===== config.mk =====
export PLATFORM = sky130hd
export DESIGN_NAME = if_fetch_queue
export DESIGN_NICKNAME = d
export VERILOG_FILES = /design/src/rtl/if_fetch_queue.sv
export SDC_FILE = /design/constraint.sdc
export NUM_CORES = 1
export LEC_CHECK = 0
export CORE_UTILIZATION = 30
export CTS_BUF_LIST = sky130_fd_sc_hd__clkbuf_16
export CTS_CLUSTER_SIZE = 10
export DETAILED_ROUTE_END_ITERATION = 10
export SLEW_MARGIN = 25
export SYNTH_ARGS = -nofsm -noshare
export SYNTH_HDL_FRONTEND = slang
export SYNTH_SLANG_ARGS = --single-unit

===== constraint.sdc =====
create_clock -name clk -period 3.9 [get_ports clk]
set_input_delay 0.39 -clock clk [delete_from_list [all_inputs] [get_ports clk]]
set_output_delay 0.39 -clock clk [all_outputs]
set_load 0.01 [all_outputs]

===== src/rtl/if_fetch_queue.sv =====
// if_fetch_queue
// Instruction fetch front end for the 5-stage RV32 pipeline. Owns the fetch
// PC, issues sequential word reads to a synchronous-read instruction SRAM,
// buffers returned words in a DEPTH-entry prefetch FIFO and hands one
// {pc, instr} pair per cycle to decode under valid/ready.
//
// Ports:
//   clk, rst        clock, synchronous active-high reset
//   im_req/im_addr  SRAM read request and word address (data next cycle)
//   im_rdata        SRAM read data, valid one cycle after im_req
//   redirect_*      flush everything and restart fetch at redirect_pc
//   out_valid/ready decode handshake on the FIFO head
//   out_pc/pc4      head PC and head PC + 4 (0 / 4 when empty)
//   out_instr       head instruction (NOP when empty)
module if_fetch_queue #(
   parameter int          DEPTH    = 4,
   parameter logic [31:0] RESET_PC = 32'h0000_0000
) (
   input  logic        clk,
   input  logic        rst,
   output logic        im_req,
   output logic [31:0] im_addr,
   input  logic [31:0] im_rdata,
   input  logic        redirect_valid,
   input  logic [31:0] redirect_pc,
   output logic        out_valid,
   input  logic        out_ready,
   output logic [31:0] out_pc,
   output logic [31:0] out_pc4,
   output logic [31:0] out_instr
);

   localparam int          PTR_W = $clog2(DEPTH);
   localparam int          CNT_W = PTR_W + 1;
   localparam logic [31:0] NOP   = 32'h0000_0013;

   typedef struct packed {
      logic [31:0] pc;
      logic [31:0] instr;
   } entry_t;

   logic [31:0]      fetch_pc_q, fetch_pc_d;
   logic             inflight_q, inflight_d;
   logic [31:0]      inflight_pc_q, inflight_pc_d;
   entry_t           fifo_q [DEPTH];
   entry_t           fifo_d [DEPTH];
   logic [PTR_W-1:0] rd_ptr_q, rd_ptr_d;
   logic [PTR_W-1:0] wr_ptr_q, wr_ptr_d;
   logic [CNT_W-1:0] count_q, count_d;

   logic             head_vld;
   logic             pop;
   logic             push;
   logic [CNT_W:0]   credit;

   always_comb begin
      head_vld = !rst && (count_q != '0);
      // A redirect flushes the head, so a same-cycle pop is dropped.
      pop      = head_vld && out_ready && !redirect_valid;
      push     = !rst && !redirect_valid && inflight_q;
      // Occupancy the FIFO will reach once the in-flight word lands; issuing
      // only while this is below DEPTH means a push never sees a full FIFO.
      credit   = {1'b0, count_q} + {{CNT_W{1'b0}}, inflight_q} - {{CNT_W{1'b0}}, pop};
      im_req   = !rst && !redirect_valid && (credit < (CNT_W+1)'(DEPTH));
      im_addr  = rst ? RESET_PC : fetch_pc_q;

      fetch_pc_d    = fetch_pc_q;
      inflight_d    = inflight_q;
      inflight_pc_d = inflight_pc_q;
      fifo_d        = fifo_q;
      rd_ptr_d      = rd_ptr_q;
      wr_ptr_d      = wr_ptr_q;
      count_d       = count_q;

      if (redirect_valid) begin
         // The response arriving now belongs to the old stream: drop it.
         fetch_pc_d = {redirect_pc[31:2], 2'b00};
         inflight_d = 1'b0;
         rd_ptr_d   = '0;
         wr_ptr_d   = '0;
         count_d    = '0;
      end else begin
         if (push) begin
            fifo_d[wr_ptr_q] = '{pc: inflight_pc_q, instr: im_rdata};
            wr_ptr_d         = wr_ptr_q + 1'b1;
         end
         if (pop) rd_ptr_d = rd_ptr_q + 1'b1;
         count_d    = count_q + CNT_W'(push) - CNT_W'(pop);
         inflight_d = im_req;
         if (im_req) begin
            inflight_pc_d = fetch_pc_q;
            fetch_pc_d    = fetch_pc_q + 32'd4;
         end
      end
   end

   // Outputs come only from FIFO registers; no bypass from im_rdata.
   always_comb begin
      out_valid = head_vld;
      out_pc    = head_vld ? fifo_q[rd_ptr_q].pc    : 32'h0;
      out_instr = head_vld ? fifo_q[rd_ptr_q].instr : NOP;
      out_pc4   = out_pc + 32'd4;
   end

   always_ff @(posedge clk) begin
      if (rst) begin
         fetch_pc_q    <= RESET_PC;
         inflight_q    <= 1'b0;
         inflight_pc_q <= 32'h0;
         rd_ptr_q      <= '0;
         wr_ptr_q      <= '0;
         count_q       <= '0;
         for (int i = 0; i < DEPTH; i++) fifo_q[i] <= '0;
      end else begin
         fetch_pc_q    <= fetch_pc_d;
         inflight_q    <= inflight_d;
         inflight_pc_q <= inflight_pc_d;
         rd_ptr_q      <= rd_ptr_d;
         wr_ptr_q      <= wr_ptr_d;
         count_q       <= count_d;
         for (int i = 0; i < DEPTH; i++) fifo_q[i] <= fifo_d[i];
      end
   end

endmodule

==> results of run 1 <==
## metrics by stage
step           worst slack [ns]  std cells   TNS, ns  hold slack, ns  power [mW]
5_1_grt                -0.00868       2562  -0.00868           0.426        7.18
4_1_cts                 0.00145       2553         0           0.404        7.01
3_3_place_gp              0.436       2496         0           0.438        3.77
6_report                  0.132       2562         0           0.411        6.93
2_1_floorplan             0.447       1807         0           0.433        3.58
3_5_place_dp              0.383       2496         0           0.445        3.78
## cell type report
cell class,instances,area [sq um],share of cell area
clock buffer,41,1030,0.0557
tap,615,769,0.0418
multi-input combinational,1315,7610,0.413
inverter,25,93.8,0.00509
timing repair buffer,240,2520,0.137
clock inverter,10,65.1,0.00353
sequential,316,6330,0.344
## layout by cell type (no fill, tap or decap), drive strengths merged, types with 4 or more instances in the layout
| cell type | netlist | routed |
|---|---|---|
| ha | 9 | 9 |
| inv | 25 | 31 |
| and2 | 15 | 15 |
| a21o | 4 | 4 |
| xor2 | 11 | 11 |
| a31oi | 9 | 9 |
| a21oi | 291 | 291 |
| clkbuf | 113 | 41 |
| nand4 | 20 | 20 |
| o21ai | 8 | 8 |
| xnor2 | 26 | 26 |
| o31a | 4 | 4 |
| and3 | 69 | 69 |
| dfxtp | 316 | 316 |
| nand2b | 5 | 5 |
| a311oi | 5 | 5 |
| conb | 1 | 6 |
| nor4 | 6 | 6 |
| nand3 | 30 | 30 |
| nor3 | 16 | 16 |
| mux4 | 62 | 62 |
| clkdlybuf4s50 | 0 | 184 |
| nor2 | 31 | 31 |
| or3 | 9 | 9 |
| a22oi | 7 | 7 |
| buf | 38 | 51 |
| nor2b | 24 | 24 |
| nand2 | 600 | 600 |
## sequential cells by signal, summed over array words and instances (netlist names)
name and cells:
count_q 3, fetch_pc_q 30, fifo_q 248, inflight_pc_q 30
inflight_q 1, rd_ptr_q 2, wr_ptr_q 2
## worst max path at each step
stage | start | end | cells past startpoint
after floorplan | rst | out_pc4[28] | 14
after global placement | out_ready | im_req | 9
final | rd_ptr_q[1] | out_pc4[28] | 10
after global routing | rd_ptr_q[1] | out_pc4[27] | 10
after detailed placement | out_ready | im_req | 9
after CTS | rd_ptr_q[1] | out_pc4[22] | 10
## cells by family after synthesis
logic type / count (synthesis) / share of synthesized area
AND/OR/NAND/NOR: 837 / 0.249
buffers and inverters: 176 / 0.0516
adder cells (fa/ha/maj): 10 / 0.00908
flip-flops: 316 / 0.433
AO/OA/AOI/OAI: 358 / 0.136
multiplexers: 67 / 0.0995
other: 1 / 0.000257
XOR/XNOR: 37 / 0.0222
## power breakdown
group	switching (mW)	internal (mW)	leakage [nW]	total, mW
clock network	1.30	1.91	0.562	3.21
logic	0.215	0.166	3.20	0.381
registers	0.0636	3.27	2.56	3.33
## metal layers
layer / wire length, microns / track usage / vias to the layer above
met2: 22700 / 0.317 / 420
li1: - / - / 6375
met5: 12 / 0 / -
met1: 20600 / 0.240 / 6399
met4: 1600 / 0.0739 / 2
met3: 2600 / 0.0290 / 84
## repair_timing
| action | CTS | global route |
|---|---|---|
| hold endpoints to repair | 0 | 0 |
| gates cloned | 1 | 0 |
| buffers inserted | 5 | 7 |
| resized for setup | 6 | 8 |
| pin swaps | 0 | 2 |
| endpoints found under the setup margin | 9 | 9 |
## critical path, stage by stage, from the launching register on
cell	delay (ns)
dfxtp_4	0.39
buf_16	0.17
mux4_2	0.35
and4_1	0.25
buf_4	0.14
nand4_1	0.29
nor3_2	0.25
buf_4	0.19
nand4_1	0.10
xnor2_1	0.17
clkdlybuf4s50_1	0.55
==> results.yml, run 1 <==
yosys:
  yosysSeqAreaShare: 0.433
  ys_top_cells_by_area: "dfxtp_1, nand2_1, a21oi_1, mux4_2, and3_1"
  synth.most_common_cell: "nand2_1"
  synth_top_area_frac: 0.433
  synth.distinct_cells: 63
  postSynthAreaPerCell_sq_um: 8.11
  ys_seq_elements: 316
  synth_warnings: 0
  dominantRegCellSynth: "dfxtp_1"
  synth_area_sq_um: 14600
  synth_edf_count: 0
  synth_area_leader_cell: "dfxtp_1"
  synthArstFlopShare: 0
  yosys-top-cells-count: "nand2_1, dfxtp_1, a21oi_1"
  syn_inst: 1802
timing:
  slew_headroom: 0.386
  slew_viol_final: 0
  worstMarginPinSlew_ns: 0.921
  fin_crit_sh: 0.966
  finalSetupViolations: 0
  rsz0062_at_grt: "yes"
  hold_violations: 0
  skew_ns: 0.0138
  final.min_clock_period_ns: 3.77
  max_freq_ghz: 0.265
global_routing:
  antenna_found_initial: 1
  grt_pass1_wl_microns: 73900
  grt_usage: 0.188
  grt_max_degree: 101
  grt-ovfl-total: 0
  grt_pass1_vias: 13400
detailed_routing:
  ant_nets: 0
  wl_per_cell_microns: 18.6
  drtPass1Iterations: 7
  totalWireLength_microns: 47600
  drtIter0Drc: 1073
  num_vias: 13300
  drc: 0
  vias_per_cell: 5.18
flow_run:
  drv_cap: 0
clock_tree:
  insertion_delay_ns: 0.52
  cts_root_buf: "clkbuf_16"
  cts_sinks: 316
  cts.path.max_buffers: 3
  cts_inserted_buffers: 38
  h-tree-depth: 2
  clk_pin_slew_ns: 0.05
  cts_tree: "built"
  holdBufCountCts: 0
critical_path:
  end_kind: "primary output"
  setup.worst_path.start_class: "flop"
  reg2reg_slack_ns: 1.12
  r2r_end: "fetch_pc_q[18]"
  critical_path_required_ns: 3.51
  r2r-start: "count_q[2]"
  path_class: "flop to primary output"
  crit_fanout: 10
  worstRegToRegCells: 10
  arrival_ns: 3.38
floorplan:
  fp-row-count: 80
  placeableCoreArea_sq_um: 47800
  die_w_microns: 223
  die_h_microns: 223
  dieArea_sq_um: 49600
  io_pins: 198
  initial_core_util: 0.305
placement:
  port-buffer-count: 189
  gp_congestion: 0.876
  place_area_sq_um: 17100
  hpwl_microns: 28900
power:
  power_density_nw_per_um2: 376
  leakagePower_nw: 6.31
  ir_drop_mv: 0.282
finish:
  design_area_sq_um: 18400
  drive_above_1_share: 0.0950
  syn_to_final_growth_pct: 26.1
  antenna_cells: 0
  fillers: 4768
  utilization: 0.385
  finalNetCount: 2014
min_path:
  hold_start: "rst"
  hold_depth: 4
  hold_path_class: "input pin to flop"
  hold_end: "fetch_pc_q[28]"
run_status:
  outcome: "finished clean"
(Power assumes the default switching activity.)
==> run 2: changes to the inputs <==
--- a/config.mk
+++ b/config.mk
@@ -9,6 +9,7 @@
 export CTS_BUF_LIST = sky130_fd_sc_hd__clkbuf_16
 export CTS_CLUSTER_SIZE = 10
 export DETAILED_ROUTE_END_ITERATION = 10
+export RECOVER_POWER = 100
 export SLEW_MARGIN = 25
 export SYNTH_ARGS = -nofsm -noshare
 export SYNTH_HDL_FRONTEND = slang
==> results.yml, run 2 (synthesis results as in run 1) <==
detailed_routing:
  drtIter0Drc: 1037
  vias_per_cell: 5.21
  ant_nets: 0
  num_vias: 13400
  wl_per_cell_microns: 18.6
  drc: 0
  totalWireLength_microns: 47700
  drtPass1Iterations: 6
power:
  power_density_nw_per_um2: 378
  ir_drop_mv: 0.283
  leakagePower_nw: 6.44
global_routing:
  grt_usage: 0.188
  antenna_found_initial: 1
  grt-ovfl-total: 0
  grt_pass1_vias: 13400
  grt_pass1_wl_microns: 73900
  grt_max_degree: 101
finish:
  finalNetCount: 2014
  drive_above_1_share: 0.0940
  seqCellArea_sq_um: 6330
  multi_input_area_sq_um: 7610
  reg_top3: "fifo_q (248), fetch_pc_q (30), inflight_pc_q (30)"
  fillers: 4784
  antenna_cells: 0
  layout_common_cells: "nand2_1, dfxtp_1, a21oi_1"
  largest_reg_flops: 248
  fin_cells: 2562
  largest-register: "fifo_q"
  final_common_cell: "nand2_1"
  syn_to_final_growth_pct: 25.5
run_status:
  violations: "capacitance limit, slew limit"
  outcome: "finished with violations"
floorplan:
  placeableCoreArea_sq_um: 47800
  dieArea_sq_um: 49600
  fp-row-count: 80
  die_w_microns: 223
  initial_core_util: 0.305
  die_h_microns: 223
  io_pins: 198
timing:
  slew_viol_final: 252
  slew_headroom: -0.235
  max_freq_ghz: 0.265
  finalSetupViolations: 0
  hold_violations: 0
  setup_slack_ns: 0.133
  rsz0062_at_grt: "yes"
  worstMarginPinSlew_ns: 1.85
  fin_crit_sh: 0.966
  skew_ns: 0.0138
  final.min_clock_period_ns: 3.77
placement:
  hpwl_microns: 28900
  gp_congestion: 0.876
  dp_slack_ns: 0.383
  port-buffer-count: 189
  place_inst: 2496
clock_tree:
  cts_tree: "built"
  clk_pin_slew_ns: 0.05
  h-tree-depth: 2
  cts_root_buf: "clkbuf_16"
  insertion_delay_ns: 0.52
  cts_sinks: 316
  holdBufCountCts: 0
  cts_inserted_buffers: 38
  cts.path.max_buffers: 3
min_path:
  hold_path_class: "input pin to flop"
  hold_depth: 4
critical_path:
  end_kind: "primary output"
  setup.worst_path.start_class: "flop"
  critical_path_required_ns: 3.51
  path_class: "flop to primary output"
  crit_fanout: 10
  worstRegToRegCells: 10
  arrival_ns: 3.38
flow_run:
  drv_cap: 4
[run 2: critical path, cell delays in order (launching register included)]
cell and delay (ns):
dfxtp_4 0.39, buf_16 0.17, mux4_2 0.35, and4_1 0.25, buf_4 0.15, nand4_1 0.29, nor3_2 0.25, buf_4 0.18
nand4_1 0.10, xnor2_1 0.17, clkdlybuf4s50_1 0.55
[run 2: layout make-up]
cell class | instances | share of cell area
multi-input cells | 1315 | 0.415
flip-flops and latches | 316 | 0.346
clock buffers | 41 | 0.0560
repair buffers | 240 | 0.133
clock inverters | 10 | 0.00355
inverters | 25 | 0.00512
well taps | 615 | 0.0420
[run 2: per-stage QoR]
| step | setup TNS [ns] | utilization | power (mW) | cell area, sq um | hold WS (ns) |
|---|---|---|---|---|---|
| after floorplan | 0 | - | 3.58 | 14600 | 0.433 |
| after global placement | 0 | 0.357 | 3.77 | 17100 | 0.438 |
| after detailed placement | 0 | 0.357 | 3.78 | 17100 | 0.445 |
| after CTS | 0 | 0.382 | 7.01 | 18300 | 0.404 |
| after global routing | -0.00868 | 0.383 | 7.17 | 18300 | 0.426 |
| final | 0 | 0.383 | 6.92 | 18300 | 0.407 |
[run 2: path summary, 6_finish.rpt]
path	from	to	slack [ns]
setup reg to reg	count_q[2]	fetch_pc_q[18]	0.52
hold reg to reg	fifo_q[150]	fifo_q[150]	0.45
hold / removal	rst	fetch_pc_q[28]	0.41
setup / recovery	rd_ptr_q[1]	out_pc4[28]	0.13
[run 2: power breakdown]
| group | internal (mW) | switching (mW) | total, mW | leakage, nW |
|---|---|---|---|---|
| logic | 0.157 | 0.214 | 0.371 | 3.33 |
| clock network | 1.91 | 1.30 | 3.22 | 0.562 |
| registers | 3.27 | 0.0643 | 3.33 | 2.56 |
[run 2: what timing repair did]
action | CTS | global route
gates cloned | 1 | 0
resized for setup | 6 | 8
endpoints found under the setup margin | 9 | 9
pin swaps | 0 | 2
buffers inserted | 5 | 7
[run 2: per-layer routing]
| layer | wire, microns | GRT usage | vias to the layer above |
|---|---|---|---|
| li1 | - | - | 6377 |
| met3 | 2840 | 0.0290 | 92 |
| met4 | 1670 | 0.0739 | 2 |
| met2 | 22800 | 0.317 | 446 |
| met5 | 12 | 0 | - |
| met1 | 20400 | 0.240 | 6439 |
